### src/rtl/dmem_arb_pkg.sv
// Shared types and constants for the data-memory port arbiter.
package dmem_arb_pkg;

   // Owner of the memory port in the previous cycle
   typedef enum logic [1:0] {
      IDLE     = 2'd0,
      CPU      = 2'd1,
      AUX      = 2'd2,
      AUX_LOCK = 2'd3
   } arb_state_t;

   // Memory-side mux select: CPU is the default when nobody is granted
   localparam logic OWN_CPU = 1'b0;
   localparam logic OWN_AUX = 1'b1;

   // Default bound on consecutive locked aux grants
   localparam int MAX_LOCK_DEF = 8;

endpackage

### src/rtl/dmem_arb_lock_cnt.sv
// Saturating lock counter: load 1, increment up to MAX_LOCK, else clear.
module dmem_arb_lock_cnt #(
   parameter int MAX_LOCK = dmem_arb_pkg::MAX_LOCK_DEF,
   parameter int CNT_W    = $clog2(MAX_LOCK + 1)
) (
   input  logic             clk,
   input  logic             rst,
   input  logic             set_one,
   input  logic             inc,
   output logic [CNT_W-1:0] cnt
);

   logic [CNT_W-1:0] cnt_reg;

   // Counter update; any cycle without set or inc clears the count
   always_ff @(posedge clk) begin
      if (rst) begin
         cnt_reg <= '0;
      end else if (set_one) begin
         cnt_reg <= CNT_W'(1);
      end else if (inc) begin
         if (cnt_reg != CNT_W'(MAX_LOCK)) begin
            cnt_reg <= cnt_reg + CNT_W'(1);
         end
      end else begin
         cnt_reg <= '0;
      end
   end

   assign cnt = cnt_reg;

endmodule

### src/rtl/dmem_arbiter.sv
// Zero-latency arbiter sharing the data-memory port between the CPU and an
// auxiliary master. Optional performance counters: define DMEM_ARB_PERF_EN.
module dmem_arbiter
   import dmem_arb_pkg::*;
#(
   parameter int ADDR_W   = 9,
   parameter int DATA_W   = 32,
   parameter int MAX_LOCK = MAX_LOCK_DEF
) (
   input  logic              clk,
   input  logic              rst,
   input  logic              cpu_req,
   input  logic              cpu_we,
   input  logic [ADDR_W-1:0] cpu_addr,
   input  logic [DATA_W-1:0] cpu_wdata,
   output logic              cpu_gnt,
   output logic              cpu_stall,
   input  logic              aux_req,
   input  logic              aux_we,
   input  logic              aux_lock,
   input  logic [ADDR_W-1:0] aux_addr,
   input  logic [DATA_W-1:0] aux_wdata,
   output logic              aux_gnt,
   output logic [DATA_W-1:0] rdata,
   output logic [ADDR_W-1:0] mem_addr,
   output logic [DATA_W-1:0] mem_wdata,
   output logic              mem_we,
`ifdef DMEM_ARB_PERF_EN
   output logic [31:0]       perf_cpu_stall_cnt,
   output logic [31:0]       perf_aux_gnt_cnt,
`endif
   input  logic [DATA_W-1:0] mem_rdata
);

   localparam int CNT_W = $clog2(MAX_LOCK + 1);

   arb_state_t       state_reg;
   arb_state_t       state_next;
   logic [CNT_W-1:0] lock_cnt;
   logic             aux_wins;
   logic             owner_sel;
   logic             lock_set;
   logic             lock_inc;

   // Owner register; only the previous cycle's winner is remembered
   always_ff @(posedge clk) begin
      if (rst) begin
         state_reg <= IDLE;
      end else begin
         state_reg <= state_next;
      end
   end

   // Contention resolution, grants and next owner
   always_comb begin
      aux_wins   = 1'b0;
      state_next = IDLE;
      // Who would win if both requested: lock holds until the budget is spent,
      // otherwise alternate with the CPU taking the first slot out of IDLE/AUX
      if (state_reg == AUX_LOCK) begin
         aux_wins = (lock_cnt < CNT_W'(MAX_LOCK));
      end else begin
         aux_wins = (state_reg == CPU);
      end
      cpu_gnt = cpu_req & ~(aux_req & aux_wins);
      aux_gnt = aux_req & ~(cpu_req & ~aux_wins);
      if (cpu_gnt) begin
         state_next = CPU;
      end else if (aux_gnt) begin
         state_next = aux_lock ? AUX_LOCK : AUX;
      end
   end

   assign cpu_stall = cpu_req & ~cpu_gnt;
   assign lock_inc  = aux_gnt & (state_reg == AUX_LOCK);
   assign lock_set  = aux_gnt & aux_lock & (state_reg != AUX_LOCK);

   dmem_arb_lock_cnt #(
      .MAX_LOCK (MAX_LOCK),
      .CNT_W    (CNT_W)
   ) u_lock_cnt (
      .clk     (clk),
      .rst     (rst),
      .set_one (lock_set),
      .inc     (lock_inc),
      .cnt     (lock_cnt)
   );

   // Memory-side mux; aux only drives the port on its own grant
   assign owner_sel = aux_gnt ? OWN_AUX : OWN_CPU;
   assign mem_addr  = (owner_sel == OWN_AUX) ? aux_addr  : cpu_addr;
   assign mem_wdata = (owner_sel == OWN_AUX) ? aux_wdata : cpu_wdata;
   assign mem_we    = (cpu_gnt & cpu_we) | (aux_gnt & aux_we);
   assign rdata     = mem_rdata;

`ifdef DMEM_ARB_PERF_EN
   logic [31:0] perf_stall_reg;
   logic [31:0] perf_aux_reg;

   // Free-running event counters, wrapping naturally at 2^32
   always_ff @(posedge clk) begin
      if (rst) begin
         perf_stall_reg <= '0;
         perf_aux_reg   <= '0;
      end else begin
         if (cpu_stall) perf_stall_reg <= perf_stall_reg + 32'd1;
         if (aux_gnt)   perf_aux_reg   <= perf_aux_reg + 32'd1;
      end
   end

   assign perf_cpu_stall_cnt = perf_stall_reg;
   assign perf_aux_gnt_cnt   = perf_aux_reg;
`endif

endmodule
### config.mk
export PLATFORM = sky130hd
export DESIGN_NAME = dmem_arbiter
export DESIGN_NICKNAME = d
export VERILOG_FILES = /design/src/rtl/dmem_arb_pkg.sv /design/src/rtl/dmem_arb_lock_cnt.sv /design/src/rtl/dmem_arbiter.sv
export SDC_FILE = /design/constraint.sdc
export NUM_CORES = 1
export LEC_CHECK = 0
export BUFFER_PORTS_ARGS = -buffer_cell sky130_fd_sc_hd__buf_4
export CAP_MARGIN = 10
export CORE_AREA = 2 2 77 79
export DETAILED_ROUTE_END_ITERATION = 7
export DIE_AREA = 0 0 79 81
export GPL_TIMING_DRIVEN = 0
export HOLD_SLACK_MARGIN = 0.05
export SYNTH_ARGS = -nofsm -noshare
export SYNTH_HDL_FRONTEND = slang
export SYNTH_SLANG_ARGS = --single-unit
### constraint.sdc
create_clock -name clk -period 2.2 [get_ports clk]
set_clock_uncertainty 0.15 [all_clocks]
set_input_delay 0.33 -clock clk [delete_from_list [all_inputs] [get_ports clk]]
set_output_delay 0.33 -clock clk [all_outputs]
set_load 0.02 [all_outputs]
==> Word level (Yosys, flattened, before mapping) <==
Cells that the tools add are included.
{ "word_totals": {"register_bits": 6, "latch_bits": 0, "mem_bits_rw": 0, "mem_bits_ro": 0, "inputBits": 121, "out_inout_bits": 77, "wordCells": 40, "n_memories": 0} }
{ "classes": {"n_addsub": 1, "mul": 0, "div_mod_pow": 0, "magnitude_cmp": 1, "eq_ne": 5, "shifts": 0, "muxes": 10, "n_bitwise": 17, "reduce_logical": 2} }
{ "op_table": {"columns": ["op", "n"], "rows": [
  ["2-to-1 mux 32 bit", 1],
  ["AND 1 bit", 10],
  ["2-to-1 mux 9 bit", 1],
  ["2-to-1 mux 1 bit", 8],
  ["inverter 1 bit", 6],
  ["OR reduction 3 bit", 2],
  ["adder 4 x 1 -> 4 bit, second input constant", 1],
  ["< comparator 4 bit, second input constant", 1],
  ["inequality test 4 bit, second input constant", 1],
  ["inequality test 3 x 2 -> 1 bit, second input constant", 1],
  ["== test 2 x 1 -> 1 bit, second input constant", 1],
  ["== test 2 bit, second input constant", 1],
  ["inequality test 2 bit, second input constant", 1],
  ["OR 1 bit", 1]
]} }

==> Depth between registers and ports, before layout <==
Gate-level depths: netlist of the first run.
{ "depth": {"word_depth": 9, "depth_mapped": 5, "mapped_depth_nobuf": 5} }

==> Modules after synthesis <==
Synthesis of the first run repeated with hierarchy kept, for this count alone.
{ "hier_totals": {"cells_unflattened": 116, "hier_area_um2": 1099.8} }
{ "by_module_without_submodules": {"columns": ["mod", "n_inst", "cells_each", "area_each_um2", "seq_area_each_um2"], "rows": [
  ["dmem_arbiter", 1, 93, 885.8, 40.0],
  ["dmem_arb_lock_cnt", 1, 23, 214.0, 80.1]
]} }

==> Worst setup path after synthesis of the first run <==
OpenSTA, ideal clock, no wires.
{ "synth_timing": {"path_kind": "register to output", "from": "register state_reg[0]", "to": "output mem_addr[0]", "arrival_time_ns": 1.351, "path_slack_ns": 0.369, "stages_incl_launch_ff": 5, "n_path_buf": 1, "cell_sequence": "dfxtp_1 > a21boi_2 > o21ai_4 > clkbuf_8 > mux2_2"} }
{ "synth_via": {"elab_chain_cells": 8, "elab_cells_between_ends": 9} }
{ "synth_rtl": {"columns": ["item", "line", "source"], "rows": [
  ["from (decl)", "dmem_arbiter.sv:37", "arb_state_t state_reg;"],
  ["from (signal assigned)", "dmem_arbiter.sv:50", "state_reg <= state_next;"],
  ["== test 2 x 1 -> 1 bit or == test 2 bit (tied branches)", "dmem_arbiter.sv:63, dmem_arbiter.sv:60", null],
  ["2-to-1 mux 1 bit *", "dmem_arbiter.sv:60", "if (state_reg == AUX_LOCK) begin"],
  ["inverter 1 bit *", "dmem_arbiter.sv:66", "aux_gnt = aux_req & ~(cpu_req & ~aux_wins);"],
  ["AND 1 bit *", "dmem_arbiter.sv:66", null],
  ["inverter 1 bit *", "dmem_arbiter.sv:66", null],
  ["AND 1 bit *", "dmem_arbiter.sv:66", null],
  ["2-to-1 mux 1 bit *", "dmem_arbiter.sv:90", "assign owner_sel = aux_gnt ? OWN_AUX : OWN_CPU;"],
  ["2-to-1 mux 9 bit *", "dmem_arbiter.sv:91", "assign mem_addr = (owner_sel == OWN_AUX) ? aux_addr : cpu_addr;"],
  ["to (decl)", "dmem_arbiter.sv:25", "output logic [ADDR_W-1:0] mem_addr,"]
]} }
Every way passes the cells marked *; elsewhere a longest branch is shown, timed or not.

==> Worst setup path after layout of the first run <==
{ "layout_timing": {"from": "register state_reg[0]", "to": "output mem_wdata[7]"} }
{ "layout_via": {"elab_chain_cells": 8, "elab_cells_between_ends": 9} }
{ "layout_rtl": {"columns": ["item", "line", "source"], "rows": [
  ["== test 2 x 1 -> 1 bit or == test 2 bit (tied branches)", "dmem_arbiter.sv:63, dmem_arbiter.sv:60", null],
  ["2-to-1 mux 1 bit *", "dmem_arbiter.sv:60", null],
  ["inverter 1 bit *", "dmem_arbiter.sv:66", null],
  ["AND 1 bit *", "dmem_arbiter.sv:66", null],
  ["inverter 1 bit *", "dmem_arbiter.sv:66", null],
  ["AND 1 bit *", "dmem_arbiter.sv:66", null],
  ["2-to-1 mux 1 bit *", "dmem_arbiter.sv:90", null],
  ["2-to-1 mux 32 bit *", "dmem_arbiter.sv:92", "assign mem_wdata = (owner_sel == OWN_AUX) ? aux_wdata : cpu_wdata;"],
  ["to (decl)", "dmem_arbiter.sv:26", "output logic [DATA_W-1:0] mem_wdata,"]
]} }
Marks and branches as above.

==> impl_metrics.env, run 1 <==
export IMPL_avgSynthCellArea_sq_um=9.336
export IMPL_outcome="completed"
export IMPL_nNetsFinal=420
export IMPL_synth_nets=240
export IMPL_grt_pass1_vias=1283
export IMPL_first_iter_violations=20
export IMPL_root_buffer="clkbuf_8"
export IMPL_relSlewSlack_pct=75.70
export IMPL_power_density_mw_per_mm2=346.6
export IMPL_place_congestion=0.6897
export IMPL_finalHoldViolations=0
export IMPL_fmax_mhz=465.5
export IMPL_cts_buffer_depth=2
export IMPL_dp_final_hpwl_um=4254
export IMPL_synth_edf_count=0
export IMPL_yosys_warnings=0
export IMPL_ys_ff_latch=6
export IMPL_path_class="reg2out"
export IMPL_drc=0
export IMPL_die_w_um=79
export IMPL_async_reset_ff_share_pct=0
export IMPL_grt_max_degree=11
export IMPL_cts_buffers=3
export IMPL_htreeDepth=1
export IMPL_gr_total_overflow=0
export IMPL_ys_seq_area_share_pct=11.00
export IMPL_place_area_sq_mm=0.002425
export IMPL_n_fill_cell=571
export IMPL_path_clk_slew_ns=0.04
export IMPL_crit_chain="a21boi_2 > o21ai_4 > buf_8 > clkbuf_16 > mux2_2 > buf_6"
export IMPL_ys_types=28
export IMPL_final_cell_area_sq_mm=0.002691
export IMPL_final_cell_mix="189 x buf_4, 37 x mux2_2, 14 x buf_6"
export IMPL_fin_crit_ns=2.148
export IMPL_leakagePower_nw=1.405
export IMPL_clock_latency_ns=0.22
export IMPL_syn_inst=117
export IMPL_vias=1507
export IMPL_diodes=0
export IMPL_start_kind="flop"
export IMPL_initial_utilization_pct=19.25
export IMPL_end_kind="output pin"
export IMPL_critical_path_arrival_ns=1.67
export IMPL_cts_sinks=6
export IMPL_worstMarginPinSlew_ns=0.3629
export IMPL_io_pins=198
export IMPL_cpPeakStageDelay_ns=0.33
export IMPL_dpl_cell_count=357
export IMPL_finalCritPeriodShare_pct=97.65
export IMPL_setup_viol=0
export IMPL_avgViaCountPerCell=4.073
export IMPL_portBuffers=165
export IMPL_synth_area_sq_mm=0.001092
export IMPL_grt_pass1_wl_um=6506
export IMPL_largest_register_ffs=4
export IMPL_cpMaxStageDelayCell="dfxtp_4"
export IMPL_final_core_util_pct=47.42
export IMPL_rows=28
export IMPL_required_ns=1.72
export IMPL_wirelength_um=5267
export IMPL_crit_fanout=6
export IMPL_grt_use_total_pct=12.84
export IMPL_stdcell_count=370
export IMPL_die_h_um=81
export IMPL_final_common_cell="buf_4"
export IMPL_cts_tree="built"
export IMPL_worst_slack_ns=0.05168
export IMPL_irDropWorstVdd_mv=0.2913
export IMPL_place_ws_ns=0.1094
export IMPL_area_delta_synth_final_pct=146.4
export IMPL_ant_nets=0
export IMPL_wl_per_cell_um=14.24
export IMPL_grt_antenna_before_repair=0
export IMPL_rsz0062_at_grt="true"
export IMPL_die_area_sq_mm=0.006399
export IMPL_ys_dominant_reg_cell="dfxtp_1"
export IMPL_dr_pass1_iters=4
export IMPL_drv_slew=0
export IMPL_fp_coreArea_sq_mm=0.005675
export IMPL_hold_class="in2reg"
export IMPL_max_cap_violations=0
export IMPL_ff2ff_setup_slack_ns=0.51
export IMPL_drive_above_1_share_pct=88.81
## power breakdown
group,internal (mW),total [mW],switching (mW),leakage (nW)
Clock,0.118,0.167,0.0493,0.0216
Combinational,0.384,0.650,0.267,1.33
Sequential,0.112,0.115,0.00296,0.0503
Total,0.614,0.933,0.319,1.41
## final timing paths
check                                       start                end  cells after the start
worst max-delay path                 state_reg[0]       mem_wdata[7]                      6
worst min-delay path                          rst       state_reg[1]                      2
worst max register to register  u_lock_cnt.cnt[0]  u_lock_cnt.cnt[0]                      5
worst min register to register  u_lock_cnt.cnt[1]  u_lock_cnt.cnt[1]                      2
## critical path: cells and delay by family (launching register included)
| family | cells | cell delay, ns |
|---|---|---|
| multiplexers | 1 | 0.33 |
| buffers and inverters | 3 | 0.46 |
| flip-flops | 1 | 0.33 |
| AO/OA/AOI/OAI | 2 | 0.32 |
## area by class of cell
| cell class | instances | area, sq um | share of cell area (%) |
|---|---|---|---|
| Timing Repair Buffer | 175 | 1426 | 53.00 |
| Multi-Input combinational cell | 71 | 684.4 | 25.43 |
| Buffer | 36 | 304.0 | 11.30 |
| Sequential cell | 6 | 126.4 | 4.695 |
| Tap cell | 75 | 93.84 | 3.487 |
| Clock buffer | 3 | 41.29 | 1.534 |
| Inverter | 4 | 15.01 | 0.5579 |
## cell families after synthesis
family	count (synthesis)	synth area share, %
AOI/OAI and AO/OA	10	7.676
xor gates and xnor gates	1	0.8020
adders and majority gates	2	2.291
buffers and inverters	40	27.72
DFF	6	11.00
muxes	41	42.27
and+or+nand+nor	17	8.250
## synth_stat cells, types with 2 or more instances
library cell	number	share of area, %
buf_6	3	3.1
dfxtp_1	6	11
a21oi_1	2	0.92
ha_1	2	2.3
buf_4	32	22
nand2_1	5	1.7
nand3_1	2	0.92
inv_1	3	1.0
mux2_2	41	42
nor2_1	3	1.0
## timing repair
item                       CTS  global route
hold buffers                 0             0
cloned                       1             3
setup endpoints to repair   38            41
resized for setup            5            24
setup buffers                4             2
hold endpoints to repair     0             0
pin swaps                    1             1
## metrics by stage
| stage | hold slack [ns] | TNS [ns] | power (mW) |
|---|---|---|---|
| global placement | 0.3361 | 0 | 0.7008 |
| detailed placement | 0.3394 | 0 | 0.7069 |
| global route | 0.1385 | -0.008970 | 0.9813 |
| floorplan | 0.2521 | 0 | 0.4164 |
| finish | 0.1410 | 0 | 0.9328 |
| CTS | 0.1410 | 0 | 0.8942 |
## per-layer routing
layer	share of wire (%)	global-route usage [%]	wire length (um)	up-vias
li1	-	-	-	736
met1	36	14.57	1878	681
met4	0	1.034	0	0
met2	52	23.56	2746	90
met5	0	0	0	-
met3	12	5.222	642	0
(Power assumes the default switching activity.)
==> inputs of run 2 (changes only) <==
--- a/config.mk
+++ b/config.mk
@@ -7,11 +7,15 @@
 export LEC_CHECK = 0
 export BUFFER_PORTS_ARGS = -buffer_cell sky130_fd_sc_hd__buf_4
 export CAP_MARGIN = 10
-export CORE_AREA = 2 2 77 79
+export CELL_PAD_IN_SITES_DETAIL_PLACEMENT = 1
+export CELL_PAD_IN_SITES_GLOBAL_PLACEMENT = 1
+export CORE_MARGIN = 2
+export CORE_UTILIZATION = 15
 export DETAILED_ROUTE_END_ITERATION = 7
-export DIE_AREA = 0 0 79 81
 export GPL_TIMING_DRIVEN = 0
 export HOLD_SLACK_MARGIN = 0.05
+export PLACE_DENSITY_LB_ADDON = 0.1
+export SKIP_LAST_GASP = 1
 export SYNTH_ARGS = -nofsm -noshare
 export SYNTH_HDL_FRONTEND = slang
 export SYNTH_SLANG_ARGS = --single-unit
==> constraint.sdc (replaced) <==
create_clock -name clk -period 2.1 [get_ports clk]
set_clock_uncertainty 0.15 [all_clocks]
set_input_delay 0.315 -clock clk [delete_from_list [all_inputs] [get_ports clk]]
set_output_delay 0.315 -clock clk [all_outputs]
set_load 0.02 [all_outputs]
==> run 2 against run 1 <==
Against the previous run:
- the flow now finishes with violations (setup timing)
- combinational power up 2%
- wire length up 5.4%
- cell area down 1.2%
- setup slack worse by 0.052 ns
- sequential share of layout area up 0.057 points
- global-route usage down 1.7 points
- count of clock-buffer cells in the layout unchanged
- via count down 1.3%
- cell count up 5.1%
- sequential cell count unchanged
- critical endpoint is now mem_addr[4]
==> impl_metrics.env, run 2 (synthesized netlist as in run 1, its figures left out) <==
export IMPL_outcome="finished, violations left"
export IMPL_violations="setup timing"
export IMPL_dr_pass1_iters=3
export IMPL_gr_total_overflow=0
export IMPL_fin_crit_ns=2.100
export IMPL_ant_nets=0
export IMPL_portBuffers=165
export IMPL_max_cap_violations=0
export IMPL_grt_pass1_wl_um=6789
export IMPL_required_ns=1.63
export IMPL_power_density_mw_per_mm2=359.9
export IMPL_die_h_um=89.34
export IMPL_dp_final_hpwl_um=4736
export IMPL_rsz0062_at_grt="true"
export IMPL_fp_coreArea_sq_mm=0.007137
export IMPL_fmax_mhz=476.1
export IMPL_root_buffer="clkbuf_8"
export IMPL_drc=0
export IMPL_place_ws_ns=0.009303
export IMPL_n_fill_cell=888
export IMPL_area_delta_synth_final_pct=143.4
export IMPL_critical_path_arrival_ns=1.64
export IMPL_path_class="reg2out"
export IMPL_power_net_switching_uw=325.7
export IMPL_holdBufCountCts=0
export IMPL_rows=31
export IMPL_p_comb_share_pct=69.4
export IMPL_start_kind="flop"
export IMPL_relSlewSlack_pct=77.18
export IMPL_io_pins=198
export IMPL_power_frac_seq_pct=12.6
export IMPL_whs_path_depth=2
export IMPL_finalHoldViolations=0
export IMPL_grt_use_total_pct=11.15
export IMPL_hold_class="in2reg"
export IMPL_crit_fanout=6
export IMPL_cts_tree="built"
export IMPL_multiInputGateArea_sq_um=703.2
export IMPL_avgViaCountPerCell=3.825
export IMPL_htreeDepth=1
export IMPL_wl_per_cell_um=14.26
export IMPL_drive_above_1_share_pct=88.62
export IMPL_clock_latency_ns=0.22
export IMPL_cts_buffers=3
export IMPL_cts_sinks=6
export IMPL_power_frac_clock_pct=18.0
export IMPL_end_kind="output pin"
export IMPL_seqCellArea_sq_um=126.4
export IMPL_grt_antenna_before_repair=0
export IMPL_largest_register_ffs=4
export IMPL_final_cell_mix="190 x buf_4, 32 x mux2_2, 10 x buf_6"
export IMPL_place_congestion=0.6926
export IMPL_ff2ff_path_depth=5
export IMPL_die_area_sq_mm=0.007981
export IMPL_worst_slack_ns=-0.0002804
export IMPL_switching_share_pct=34.04
export IMPL_nNetsFinal=415
export IMPL_p_int_uw=631.1
export IMPL_setup_viol=1
export IMPL_diodes=0
export IMPL_grt_pass1_vias=1259
export IMPL_initial_utilization_pct=15.31
export IMPL_wirelength_um=5549
export IMPL_finalCritPeriodShare_pct=100.0
export IMPL_final_common_cell="buf_4"
export IMPL_leakagePower_nw=1.386
export IMPL_irDropWorstVdd_mv=0.2076
export IMPL_worstMarginPinSlew_ns=0.3407
export IMPL_grt_max_degree=11
export IMPL_vias=1488
export IMPL_drv_slew=0
export IMPL_p_total_uw=956.9
export IMPL_path_clk_slew_ns=0.04
export IMPL_die_w_um=89.34
export IMPL_first_iter_violations=19
export IMPL_cts_buffer_depth=2
-- run 2: cell count changes in the layout (fill, tap and decap cells not counted), sizes merged --
cell	change
buf	-1
clkbuf	-4
-- run 2: worst max-delay path: stages (launching register included) --
cell and delay (ns):
dfxtp_4 0.33, a21boi_2 0.16, o21ai_4 0.14, buf_12 0.15
buf_8 0.13, mux2_2 0.34, buf_4 0.16
-- run 2: worst paths after layout --
path / slack (ns) / startpoint / to
worst min-delay path: 0.11 / rst / state_reg[1]
worst max-delay path: -0.0003 / state_reg[0] / mem_addr[4]
worst max register to register: 0.45 / u_lock_cnt.cnt[0] / u_lock_cnt.cnt[0]
worst min register to register: 0.34 / u_lock_cnt.cnt[1] / u_lock_cnt.cnt[1]
-- run 2: per-stage QoR --
step / util (%) / TNS [ns] / cell area (sq um) / hold WS (ns) / instances
final: 37.25 / -0.0002804 / 2659 / 0.1149 / 389
after global routing: 37.25 / -1.208 / 2659 / 0.1111 / 389
after CTS: 36.82 / -1.152 / 2628 / 0.1112 / 389
after detailed placement: 34.40 / 0 / 2455 / 0.3367 / 381
after global placement: 34.40 / 0 / 2455 / 0.3398 / 381
after floorplan: - / 0 / 1092 / 0.2371 / 117
-- run 2: area by class of cell --
type | count | share of cell area (%)
inverter | 4 | 0.5647
timing repair buffer | 170 | 50.16
sequential | 6 | 4.753
buffer | 36 | 11.86
clock buffer | 3 | 1.553
multi-input combinational | 71 | 26.45
tap | 99 | 4.659
-- run 2: timing repair --
action / in CTS / in global routing
endpoints found under the setup margin: 42 / 41
cloned: 1 / 0
resized for setup: 23 / 9
buffers inserted: 4 / 0
pin swaps: 1 / 1
endpoints found under the hold margin: 0 / 0
-- run 2: metal layers --
layer / global-route usage (%) / wire [um] / up-vias
met5: 0 / 0 / -
met4: 2.849 / 34 / 0
met3: 2.216 / 546 / 2
met2: 21.14 / 2990 / 100
met1: 12.61 / 1977 / 662
li1: - / - / 724
-- run 2: power by group through the flow --
stage               combinational, mW  sequential [mW]  clock, mW
floorplan                       0.313            0.123          0
global placement                0.614            0.124          0
detailed placement              0.616            0.125          0
CTS                             0.659            0.121      0.182
global route                    0.704            0.121      0.192
finish                          0.664            0.121      0.172
==> inputs of run 3 (changes only) <==
--- a/config.mk
+++ b/config.mk
@@ -6,7 +6,6 @@
 export NUM_CORES = 1
 export LEC_CHECK = 0
 export BUFFER_PORTS_ARGS = -buffer_cell sky130_fd_sc_hd__buf_4
-export CAP_MARGIN = 10
 export CELL_PAD_IN_SITES_DETAIL_PLACEMENT = 1
 export CELL_PAD_IN_SITES_GLOBAL_PLACEMENT = 1
 export CORE_MARGIN = 2
@@ -15,7 +14,9 @@
 export GPL_TIMING_DRIVEN = 0
 export HOLD_SLACK_MARGIN = 0.05
 export PLACE_DENSITY_LB_ADDON = 0.1
+export RECOVER_POWER = 25
 export SKIP_LAST_GASP = 1
 export SYNTH_ARGS = -nofsm -noshare
 export SYNTH_HDL_FRONTEND = slang
 export SYNTH_SLANG_ARGS = --single-unit
+export TNS_END_PERCENT = 1
==> run 3 against run 2 <==
Against the previous run:
- the flow still finishes with violations (setup timing)
- count of clock-buffer cells in the layout is the same
- maximum frequency is 1.0% lower
- critical path depth is the same
- power fell by 3.9%
- die area stayed put
- via count down 0.40%
- non-clock buffer count is 1 lower
- register-to-register slack is essentially flat
- setup slack worse by 0.022 ns
==> impl_metrics.env, run 3 (synthesized netlist as in run 1, its figures left out) <==
export IMPL_outcome="finished, violations left"
export IMPL_violations="setup timing"
export IMPL_grt_antenna_before_repair=0
export IMPL_ff2ff_setup_slack_ns=0.45
export IMPL_diodes=0
export IMPL_vias=1482
export IMPL_die_w_um=89.34
export IMPL_wirelength_um=5354
export IMPL_crit_end="mem_wdata[26]"
export IMPL_final_cell_mix="189 x buf_4, 41 x mux2_2, 9 x clkbuf_1"
export IMPL_worst_slack_ns=-0.02240
export IMPL_holdBufCountCts=0
export IMPL_irDropWorstVdd_mv=0.2071
export IMPL_worstMarginPinSlew_ns=0.3393
export IMPL_power_density_mw_per_mm2=361.2
export IMPL_dr_wl_met3_um=548
export IMPL_drc=0
export IMPL_stdcell_count=388
export IMPL_top_layer_used="met4"
export IMPL_htreeDepth=1
export IMPL_drv_slew=0
export IMPL_dr_pass1_iters=3
export IMPL_cts_sinks=6
export IMPL_hold_class="in2reg"
export IMPL_final_common_cell="buf_4"
export IMPL_rsz0062_at_grt="true"
export IMPL_setup_viol=37
export IMPL_final_core_util_pct=35.66
export IMPL_holdWs_ns=0.1165
export IMPL_area_delta_synth_final_pct=133.0
export IMPL_place_ws_ns=0.009303
export IMPL_critical_path_arrival_ns=1.66
export IMPL_crit_path_start="state_reg[0]"
export IMPL_relSlewSlack_pct=77.27
export IMPL_finalHoldViolations=0
export IMPL_rows=31
export IMPL_end_kind="output pin"
export IMPL_clock_latency_ns=0.22
export IMPL_die_h_um=89.34
export IMPL_grt_pass1_vias=1244
export IMPL_wl_per_cell_um=13.80
export IMPL_finalSetupTns_ns=-0.3598
export IMPL_leakagePower_nw=1.294
export IMPL_grt_use_total_pct=10.77
export IMPL_die_area_sq_mm=0.007981
export IMPL_root_buffer="clkbuf_8"
export IMPL_io_pins=198
export IMPL_p_total_uw=919.4
export IMPL_dpl_cell_count=381
export IMPL_gr_total_overflow=0
export IMPL_initial_utilization_pct=15.31
export IMPL_r2r_start="u_lock_cnt.cnt[0]"
export IMPL_dp_final_hpwl_um=4736
export IMPL_required_ns=1.63
export IMPL_largest_register_ffs=4
export IMPL_ff2ff_path_depth=5
export IMPL_avgViaCountPerCell=3.820
export IMPL_r2r_end="u_lock_cnt.cnt[0]"
export IMPL_cts_buffer_depth=2
export IMPL_ant_nets=0
export IMPL_first_iter_violations=20
export IMPL_cts_tree="built"
export IMPL_final_cell_area_sq_mm=0.002545
export IMPL_fin_crit_ns=2.122
export IMPL_grt_max_degree=11
export IMPL_met2_length_um=2891
export IMPL_grt_pass1_wl_um=6582
export IMPL_drive_above_1_share_pct=85.47
export IMPL_crit_fanout=6
export IMPL_max_cap_violations=0
export IMPL_cts_buffers=3
export IMPL_start_kind="flop"
export IMPL_path_clk_slew_ns=0.04
export IMPL_place_area_sq_mm=0.002455
export IMPL_fmax_mhz=471.2
export IMPL_nNetsFinal=414
export IMPL_place_congestion=0.6926
export IMPL_drt_met1_wl_um=1880
export IMPL_portBuffers=165
export IMPL_fp_coreArea_sq_mm=0.007137
export IMPL_path_class="reg2out"
export IMPL_finalCritPeriodShare_pct=101.1
==> run 3: per-layer routing <==
metal  up-vias  GRT usage (%)
met4         0          2.849
met1       659          11.84
met3         2          2.401
li1        721              -
met5         -              0
met2       100          20.61
==> run 3: area by class of cell <==
| class | instances | area, sq um |
|---|---|---|
| Multi-Input combinational cell | 71 | 669.4 |
| Clock buffer | 3 | 41.29 |
| Sequential cell | 6 | 123.9 |
| Buffer | 36 | 314.1 |
| Inverter | 4 | 15.01 |
| Fill cell | 908 | 4592 |
| Timing Repair Buffer | 169 | 1257 |
| Tap cell | 99 | 123.9 |
==> run 3: timing repair <==
| action | in CTS | in global routing |
|---|---|---|
| endpoints found under the hold margin | 0 | 0 |
| pin swaps | 1 | 1 |
| setup endpoints to repair | 42 | 42 |
| gates resized for setup | 8 | 3 |
| cloned | 1 | 0 |
| setup buffers | 2 | 1 |
==> run 3: where the power goes <==
group	switching (mW)	internal (mW)
clock network	0.0483	0.123
registers	0.00473	0.118
logic	0.263	0.362
total	0.316	0.603
==> run 3: how the worst min path moves through the flow <==
stage,startpoint,end,cells past startpoint
final,rst,state_reg[1],2
after global placement,u_lock_cnt.cnt[1],u_lock_cnt.cnt[1],2
after detailed placement,u_lock_cnt.cnt[1],u_lock_cnt.cnt[1],2
after global routing,rst,state_reg[1],2
after CTS,rst,state_reg[1],2
after floorplan,rst,u_lock_cnt.cnt[0],1
==> run 3: worst max-delay path, cell delays in order, from the launching register on <==
cell and delay, ns:
dfxtp_2 0.34, a21boi_2 0.17, o21ai_4 0.14, buf_12 0.15, clkbuf_8 0.15, mux2_2 0.33
buf_4 0.16
